$ cat src/rtl/dvi_deserialiser.sv
// dvi_deserialiser: assembles 10-bit TMDS symbols from a DDR bit-pair stream and aligns on control tokens
// Ports:
//   clk        bit-pair clock (5x pixel clock)
//   rst_n      asynchronous active-low reset
//   d          serial bit pair, d[0] earlier (rise), d[1] later (fall); stream is LSB-first
//   resync     synchronous request to drop lock and slip once
//   sym        captured symbol, bit 0 is the earliest-received bit
//   sym_valid  one-cycle strobe, sym is new this cycle
//   locked     high while aligned on control tokens
//   alignment  current alignment index, 0..9
module dvi_deserialiser #(
    parameter int LOCK_THRESHOLD = 4,
    parameter int SEARCH_DWELL   = 2048,
    parameter int LOCK_TIMEOUT   = 4096
) (
    input  logic       clk,
    input  logic       rst_n,
    input  logic [1:0] d,
    input  logic       resync,
    output logic [9:0] sym,
    output logic       sym_valid,
    output logic       locked,
    output logic [3:0] alignment
);
    localparam int RW = $clog2(LOCK_THRESHOLD + 1);
    localparam int DW = $clog2(SEARCH_DWELL + 1);
    localparam int MW = $clog2(LOCK_TIMEOUT + 1);
    typedef enum logic {SEARCH, LOCKED} state_t;
    state_t        state_q, state_d;
    // Only the history bits the capture window can still reach are stored.
    logic [11:3]   sr_q;
    logic [11:1]   sr_d;
    logic [2:0]    phase_q, phase_d;
    logic          offset_q, offset_d;
    logic [9:0]    sym_q, sym_d, window;
    logic          sym_valid_q, sym_valid_d;
    logic [3:0]    align_q, align_d;
    logic [RW-1:0] run_q, run_d;
    logic [DW-1:0] dwell_q, dwell_d;
    logic [MW-1:0] miss_q, miss_d;
    logic          is_ctl, fsm_slip, slip, stall, capture;

    assign is_ctl      = sym_q inside {10'h354, 10'h0AB, 10'h154, 10'h2AB};
    assign slip        = fsm_slip | resync;
    // Going from offset 0 to 1 moves the window one bit earlier; holding the
    // phase for one edge (two bits) makes the net move one bit later.
    assign stall       = slip & ~offset_q;
    assign capture     = (phase_q == 3'd4) & ~stall;
    assign sr_d        = {d, sr_q};
    assign window      = offset_q ? sr_d[10:1] : sr_d[11:2];
    assign phase_d     = stall ? phase_q : (phase_q == 3'd4 ? 3'd0 : phase_q + 3'd1);
    assign offset_d    = offset_q ^ slip;
    assign align_d     = slip ? (align_q == 4'd9 ? 4'd0 : align_q + 4'd1) : align_q;
    assign sym_d       = capture ? window : sym_q;
    assign sym_valid_d = capture;

    always_comb begin
        state_d  = state_q;
        run_d    = run_q;
        dwell_d  = dwell_q;
        miss_d   = miss_q;
        fsm_slip = 1'b0;
        if (sym_valid_q) begin
            if (state_q == SEARCH) begin
                if (is_ctl) begin
                    run_d   = run_q == RW'(LOCK_THRESHOLD) ? run_q : run_q + 1'b1;
                    dwell_d = '0;
                    if (run_q == RW'(LOCK_THRESHOLD - 1)) begin
                        state_d = LOCKED;
                        miss_d  = '0;
                    end
                end else begin
                    run_d   = '0;
                    dwell_d = dwell_q == DW'(SEARCH_DWELL) ? dwell_q : dwell_q + 1'b1;
                    if (dwell_q == DW'(SEARCH_DWELL - 1)) begin
                        fsm_slip = 1'b1;
                        dwell_d  = '0;
                    end
                end
            end else if (is_ctl) begin
                miss_d = '0;
            end else begin
                miss_d = miss_q == MW'(LOCK_TIMEOUT) ? miss_q : miss_q + 1'b1;
                if (miss_q == MW'(LOCK_TIMEOUT - 1)) begin
                    state_d = SEARCH;
                    run_d   = '0;
                    dwell_d = '0;
                end
            end
        end
        if (resync) begin
            state_d = SEARCH;
            run_d   = '0;
            dwell_d = '0;
            miss_d  = '0;
        end
    end

    always_ff @(posedge clk or negedge rst_n) begin
        if (!rst_n) begin
            state_q     <= SEARCH;
            sr_q        <= '0;
            phase_q     <= '0;
            offset_q    <= 1'b0;
            sym_q       <= '0;
            sym_valid_q <= 1'b0;
            align_q     <= '0;
            run_q       <= '0;
            dwell_q     <= '0;
            miss_q      <= '0;
        end else begin
            state_q     <= state_d;
            sr_q        <= sr_d[11:3];
            phase_q     <= phase_d;
            offset_q    <= offset_d;
            sym_q       <= sym_d;
            sym_valid_q <= sym_valid_d;
            align_q     <= align_d;
            run_q       <= run_d;
            dwell_q     <= dwell_d;
            miss_q      <= miss_d;
        end
    end

    assign sym       = sym_q;
    assign sym_valid = sym_valid_q;
    assign locked    = state_q == LOCKED;
    assign alignment = align_q;
endmodule

$ cat config.mk
export PLATFORM = sky130hd
export DESIGN_NAME = dvi_deserialiser
export DESIGN_NICKNAME = d
export VERILOG_FILES = /design/src/rtl/dvi_deserialiser.sv
export SDC_FILE = /design/constraint.sdc
export NUM_CORES = 1
export LEC_CHECK = 0
export ABC_AREA = 1
export CAP_MARGIN = 40
export CORE_UTILIZATION = 35
export CTS_CLUSTER_DIAMETER = 150
export DETAILED_ROUTE_END_ITERATION = 8
export HOLD_SLACK_MARGIN = 0.08
export SLEW_MARGIN = 20
export SYNTH_ARGS = -nofsm -noshare
export SYNTH_HDL_FRONTEND = slang
export SYNTH_SLANG_ARGS = --single-unit
$ cat constraint.sdc
create_clock -name clk -period 2.2 [get_ports clk]
set_input_delay 0.22 -clock clk [delete_from_list [all_inputs] [get_ports clk]]
set_output_delay 0.22 -clock clk [all_outputs]
set_load 0.02 [all_outputs]
Word level (Yosys, flattened, before mapping)
Cells that the tools add are included.
{"block": "totals", "input_bits": 5, "wordCells": 81, "regBits": 57, "output_inout_bits": 16}
{"block": "op_classes", "eq_ne": 17, "n_mux": 36, "bitwise_logic": 6, "addsub": 5, "reduce_logical": 7}
{"op": "2-to-1 mux 12 bit", "n": 8}
{"op": "2-to-1 mux 13 bit", "n": 7}
{"op": "2-to-1 mux 3 bit", "n": 8}
{"op": "== test 10 bit, second input constant", "n": 2}
{"op": "adder 13 x 1 -> 13 bit, second input constant", "n": 1}
{"op": "== test 13 x 12 -> 1 bit, second input constant", "n": 1}
{"op": "== test 13 bit, second input constant", "n": 1}
{"op": "adder 12 x 1 -> 12 bit, second input constant", "n": 1}
{"op": "== test 12 x 11 -> 1 bit, second input constant", "n": 1}
{"op": "== test 12 bit, second input constant", "n": 1}
{"op": "AND reduction 4 bit", "n": 3}
{"op": "2-to-1 mux 1 bit", "n": 11}
{"op": "== test 10 x 8 -> 1 bit, second input constant", "n": 1}
{"op": "== test 10 x 9 -> 1 bit, second input constant", "n": 1}
{"op": "2-to-1 mux 10 bit", "n": 1}
{"op": "inequality test 3 bit, second input constant", "n": 3}
{"op": "adder 3 x 1 -> 3 bit, second input constant", "n": 2}
{"op": "== test 3 bit, second input constant", "n": 2}
{"op": "nonzero test 3 bit", "n": 2}
{"op": "inequality test 5 x 4 -> 1 bit, second input constant", "n": 1}
{"op": "adder 4 x 1 -> 4 bit, second input constant", "n": 1}
{"op": "== test 4 bit, second input constant", "n": 1}
{"op": "2-to-1 mux 4 bit", "n": 1}
{"op": "nonzero test 4 bit", "n": 1}
{"op": "other kinds (7)", "n": 9}

Longest topological paths before layout
{"block": "logic_depth", "ltp_word": 9, "depth_mapped": 12, "ltp_nobuf": 11}

Worst setup path before layout
No wires, ideal clock.
{"block": "synth_timing", "path_type": "register -> register", "start": "reg dwell_q[0]", "end": "reg sym_q[0], in the netlist sym[0]", "path_slack_ns": 0.084, "path_stages_with_launch": 13, "setup_ns": 0.134, "t_arrival_ns": 1.982, "required_time_ns": 2.066, "n_path_buf": 1, "period_less_slack_ns": 2.116, "path_cell_list": "dfrtp_1 > ha_1 > nand2_1 > nor2_2 > nand2_2 > nor2_4 > nand4_2 > nand2_2 > ha_1 > nor2_1 > clkbuf_1 > o211ai_1 > o21ai_0"}
{"block": "synth_via", "elab_chain_len": 9}
{"element": "start, declared", "line_no": "39", "rtl": "logic [DW-1:0] dwell_q, dwell_d;"}
{"element": "start signal, assigned", "line_no": "120", "rtl": "dwell_q <= dwell_d;"}
{"element": "== test 12 x 11 -> 1 bit", "line_no": "75", "rtl": "if (dwell_q == DW'(SEARCH_DWELL - 1)) begin"}
{"element": "2-to-1 mux 1 bit", "line_no": "75"}
{"element": "2-to-1 mux 1 bit", "line_no": "65", "rtl": "if (is_ctl) begin"}
{"element": "2-to-1 mux 1 bit", "line_no": "64", "rtl": "if (state_q == SEARCH) begin"}
{"element": "2-to-1 mux 1 bit", "line_no": "63", "rtl": "if (sym_valid_q) begin"}
{"element": "bitwise OR 1 bit", "line_no": "44", "rtl": "assign slip = fsm_slip | resync;"}
{"element": "AND 1 bit", "line_no": "47", "rtl": "assign stall = slip & ~offset_q;"}
{"element": "net stall", "line_no": "41", "rtl": "logic is_ctl, fsm_slip, slip, stall, capture;"}
{"element": "NOT 1 bit", "line_no": "48", "rtl": "assign capture = (phase_q == 3'd4) & ~stall;"}
{"element": "AND 1 bit", "line_no": "48"}
{"element": "end signal, assigned", "line_no": "116", "rtl": "sym_q <= sym_d;"}
{"element": "end, declared", "line_no": "35", "rtl": "logic [9:0] sym_q, sym_d, window;"}
The timed path passes the listed nets, and every way through them passes these cells.
A chain may end at the register's enable or synchronous reset.

Final worst setup path
{"block": "layout_timing", "start": "reg dwell_q[1]", "end": "reg sym_q[1], in the netlist sym[1]"}
The elaborated chain is that of the path after synthesis.

==> flow_metrics.tcl <==
set metrics [dict create \
    r2r-end "sym[1]$_DFFE_PN0P_" \
    dp_hpwl_um 5930 \
    netlist_area_mm2 0.00350 \
    cp-end-kind "flip-flop" \
    ys_seq_area_frac 0.407 \
    grt_usage 0.175 \
    num_rows 36 \
    fin_crit_sh 0.935 \
    synth_warnings 0 \
    placed_area_mm2 0.00393 \
    holdPathEnd "sr_q[11]$_DFF_PN0_" \
    ir_drop_mv 0.617 \
    rr_startpoint "dwell_q[1]$_DFFE_PN0P_" \
    grt_pass1_vias 3049 \
    drc 0 \
    hold_viol 0 \
    grt_first_pass_wirelength_um 14100 \
    cts_tree "done" \
    die_height_um 102 \
    pwr-share-clk 0.303 \
    clock_latency_ns 0.34 \
    pwr-share-seq 0.386 \
    cts.path.max_buffers 2 \
    core-area_mm2 0.00973 \
    mostFrequentLayoutCell "nand2_1" \
    area_growth_syn_to_layout_pct 19.6 \
    viasPerCell 4.81 \
    hp-class "input pin to flip-flop" \
    avgRoutedWirePerCell_um 12.5 \
    ant_nets 0 \
    numCtsBuffers 9 \
    nNetsFinal 534 \
    leakage_nw 1.92 \
    dr.max_layer_used "met4" \
    nFillCells 1018 \
    antenna_found_initial 0 \
    fin_ws_ns 0.143 \
    dieWidth_um 102 \
    num_io_pins 21 \
    drive_gt1_frac 0.116 \
    portBuffers 20 \
    power.internal_w 0.00242 \
    hold_path.startpoint "d[1]" \
    postLayoutCellArea_mm2 0.00419 \
    met2WireLength_um 3790 \
    avgSynthCellArea_um2 7.19 \
    slew_violations 0 \
    dieArea_mm2 0.0104 \
    gp_congestion 0.865 \
    min_path_cells 1 \
    worstPathRequired_ns 2.41 \
    start_kind "flip-flop" \
    reg2reg_depth 12 \
    grt_overflow 0 \
    max_slew_margin 0.640 \
    outcome "complete, no violations" \
    antenna_cells 0 \
    pre_cts_ws_ns 0.0956 \
    grt_max_degree 29 \
    clock-sinks 57 \
    final_cell_mix "nand2_1 (145), nor2_1 (71), dfrtp_1 (57), inv_1 (48), nand3_1 (43)" \
    worst_pin_slew_ns 0.540 \
    pwr-share-comb 0.311 \
    setup_viol 0 \
    start_util 0.360 \
    reg2reg_slack_ns 0.14 \
    drtIter0Drc 148 \
    power.switching_w 0.00135 \
    finalClockSkew_ns 0.00945 \
    crit_fanout 22 \
    root_buffer "clkbuf_8" \
    h-tree-depth 3 \
    wl_met1_um 4010 \
    total_power_w 0.00377 \
    yosys_register_bits 57 \
    fmax_mhz 486 \
    postSynthNetCount 502 \
    arrival_ns 2.27 \
    max_cap_viol_count 0 \
    power_density_mw_per_mm2 901 \
    p_sw_frac 0.359 \
    drt-total-wl_um 8190 \
    wl_met3_um 306 \
    synthDistinctLibCells 29 \
    final.min_clock_period_ns 2.06 \
    first_pass_iters 4 \
    syn_inst 487 \
    path_clk_slew_ns 0.07 \
    vias 3163 \
    critPathKind "flip-flop to flip-flop" \
]
logic make-up after synthesis:
logic type,Yosys count,share of synthesized area
xor gates and xnor gates,9,0.0225
and+or+nand+nor,310,0.404
buffers and inverters,65,0.0736
DFF,57,0.407
AOI/OAI and AO/OA,36,0.0571
adders and majority gates,10,0.0357
area by class of cell:
| cell class | count | area [um^2] | share of cell area |
|---|---|---|---|
| Multi-Input combinational cell | 365 | 1840 | 0.439 |
| Tap cell | 133 | 166 | 0.0397 |
| Timing Repair Buffer | 35 | 335 | 0.0800 |
| Sequential cell | 57 | 1430 | 0.341 |
| Clock inverter | 5 | 77.6 | 0.0185 |
| Clock buffer | 11 | 151 | 0.0361 |
| Inverter | 51 | 191 | 0.0457 |
how the worst max path moves through the flow:
stage	from	end	slack, ns
after global routing	dwell_q[1]$_DFFE_PN0P_	sym[1]$_DFFE_PN0P_	-0.04
final	dwell_q[1]$_DFFE_PN0P_	sym[1]$_DFFE_PN0P_	0.14
after floorplan	dwell_q[0]$_DFFE_PN0P_	sym[0]$_DFFE_PN0P_	0.08
after CTS	dwell_q[1]$_DFFE_PN0P_	sym[1]$_DFFE_PN0P_	0.08
after detailed placement	dwell_q[1]$_DFFE_PN0P_	sym[1]$_DFFE_PN0P_	0.1
after global placement	dwell_q[1]$_DFFE_PN0P_	sym[0]$_DFFE_PN0P_	0.16
through the flow:
step           cells  utilization  hold slack [ns]  setup TNS (ns)
2_1_floorplan    487            -          -0.0756               0
3_5_place_dp     640        0.404            0.238               0
6_report         657        0.431            0.353               0
4_1_cts          657        0.428            0.344               0
5_1_grt          657        0.431            0.377          -0.112
3_3_place_gp     640        0.404            0.232               0
cells in the mapped netlist, drive strengths merged:
library cell | n | area [um^2]
nand2 | 159 | 652
nor2 | 80 | 349
dfrtp | 57 | 1430
inv | 51 | 191
nand3 | 44 | 233
o21ai | 23 | 115
nand4 | 22 | 144
ha | 10 | 125
a31oi | 9 | 56.3
clkbuf | 8 | 30.0
xor2 | 7 | 61.3
buf | 6 | 36.3
nor3 | 4 | 31.3
a21oi | 2 | 13.8
o211ai | 2 | 15.0
xnor2 | 2 | 17.5
and3 | 1 | 6.26
power groups by stage:
stage / logic, W / clock network [W] / registers, W
after CTS: 0.00118 / 0.00118 / 0.00145
final: 0.00117 / 0.00114 / 0.00145
after global placement: 0.00116 / 0 / 0.00147
after global routing: 0.00132 / 0.00121 / 0.00149
after floorplan: 0.000618 / 0 / 0.00155
after detailed placement: 0.00117 / 0 / 0.00147
critical path, cell delays in order, from the launching register on:
cell	delay, ns
dfrtp_1	0.39
ha_1	0.18
nand2_1	0.10
nor2_4	0.14
nand2_2	0.09
nor2_4	0.12
nand4_4	0.17
nand2_4	0.14
ha_1	0.16
nor2_1	0.05
buf_4	0.19
o211ai_1	0.09
o21ai_0	0.10
flip-flops by register name (all words and copies together), names as in the netlist:
signal     flops
locked         1
sym           10
dwell_q       12
alignment      4
run_q          3
phase_q        3
miss_q        13
sym_valid      1
offset_q       1
sr_q           9
timing repair:
| action | CTS | global route |
|---|---|---|
| endpoints found under the setup margin | 0 | 11 |
| setup buffers | 0 | 0 |
| endpoints found under the hold margin | 18 | 0 |
| resized for setup | 0 | 4 |
| hold buffers | 1 | 0 |
per-layer routing:
layer,track usage,up-vias
met2,0.283,64
li1,-,1623
met5,0,-
met4,0.0802,0
met3,0.0328,6
met1,0.226,1470
(Power assumes the default switching activity.)
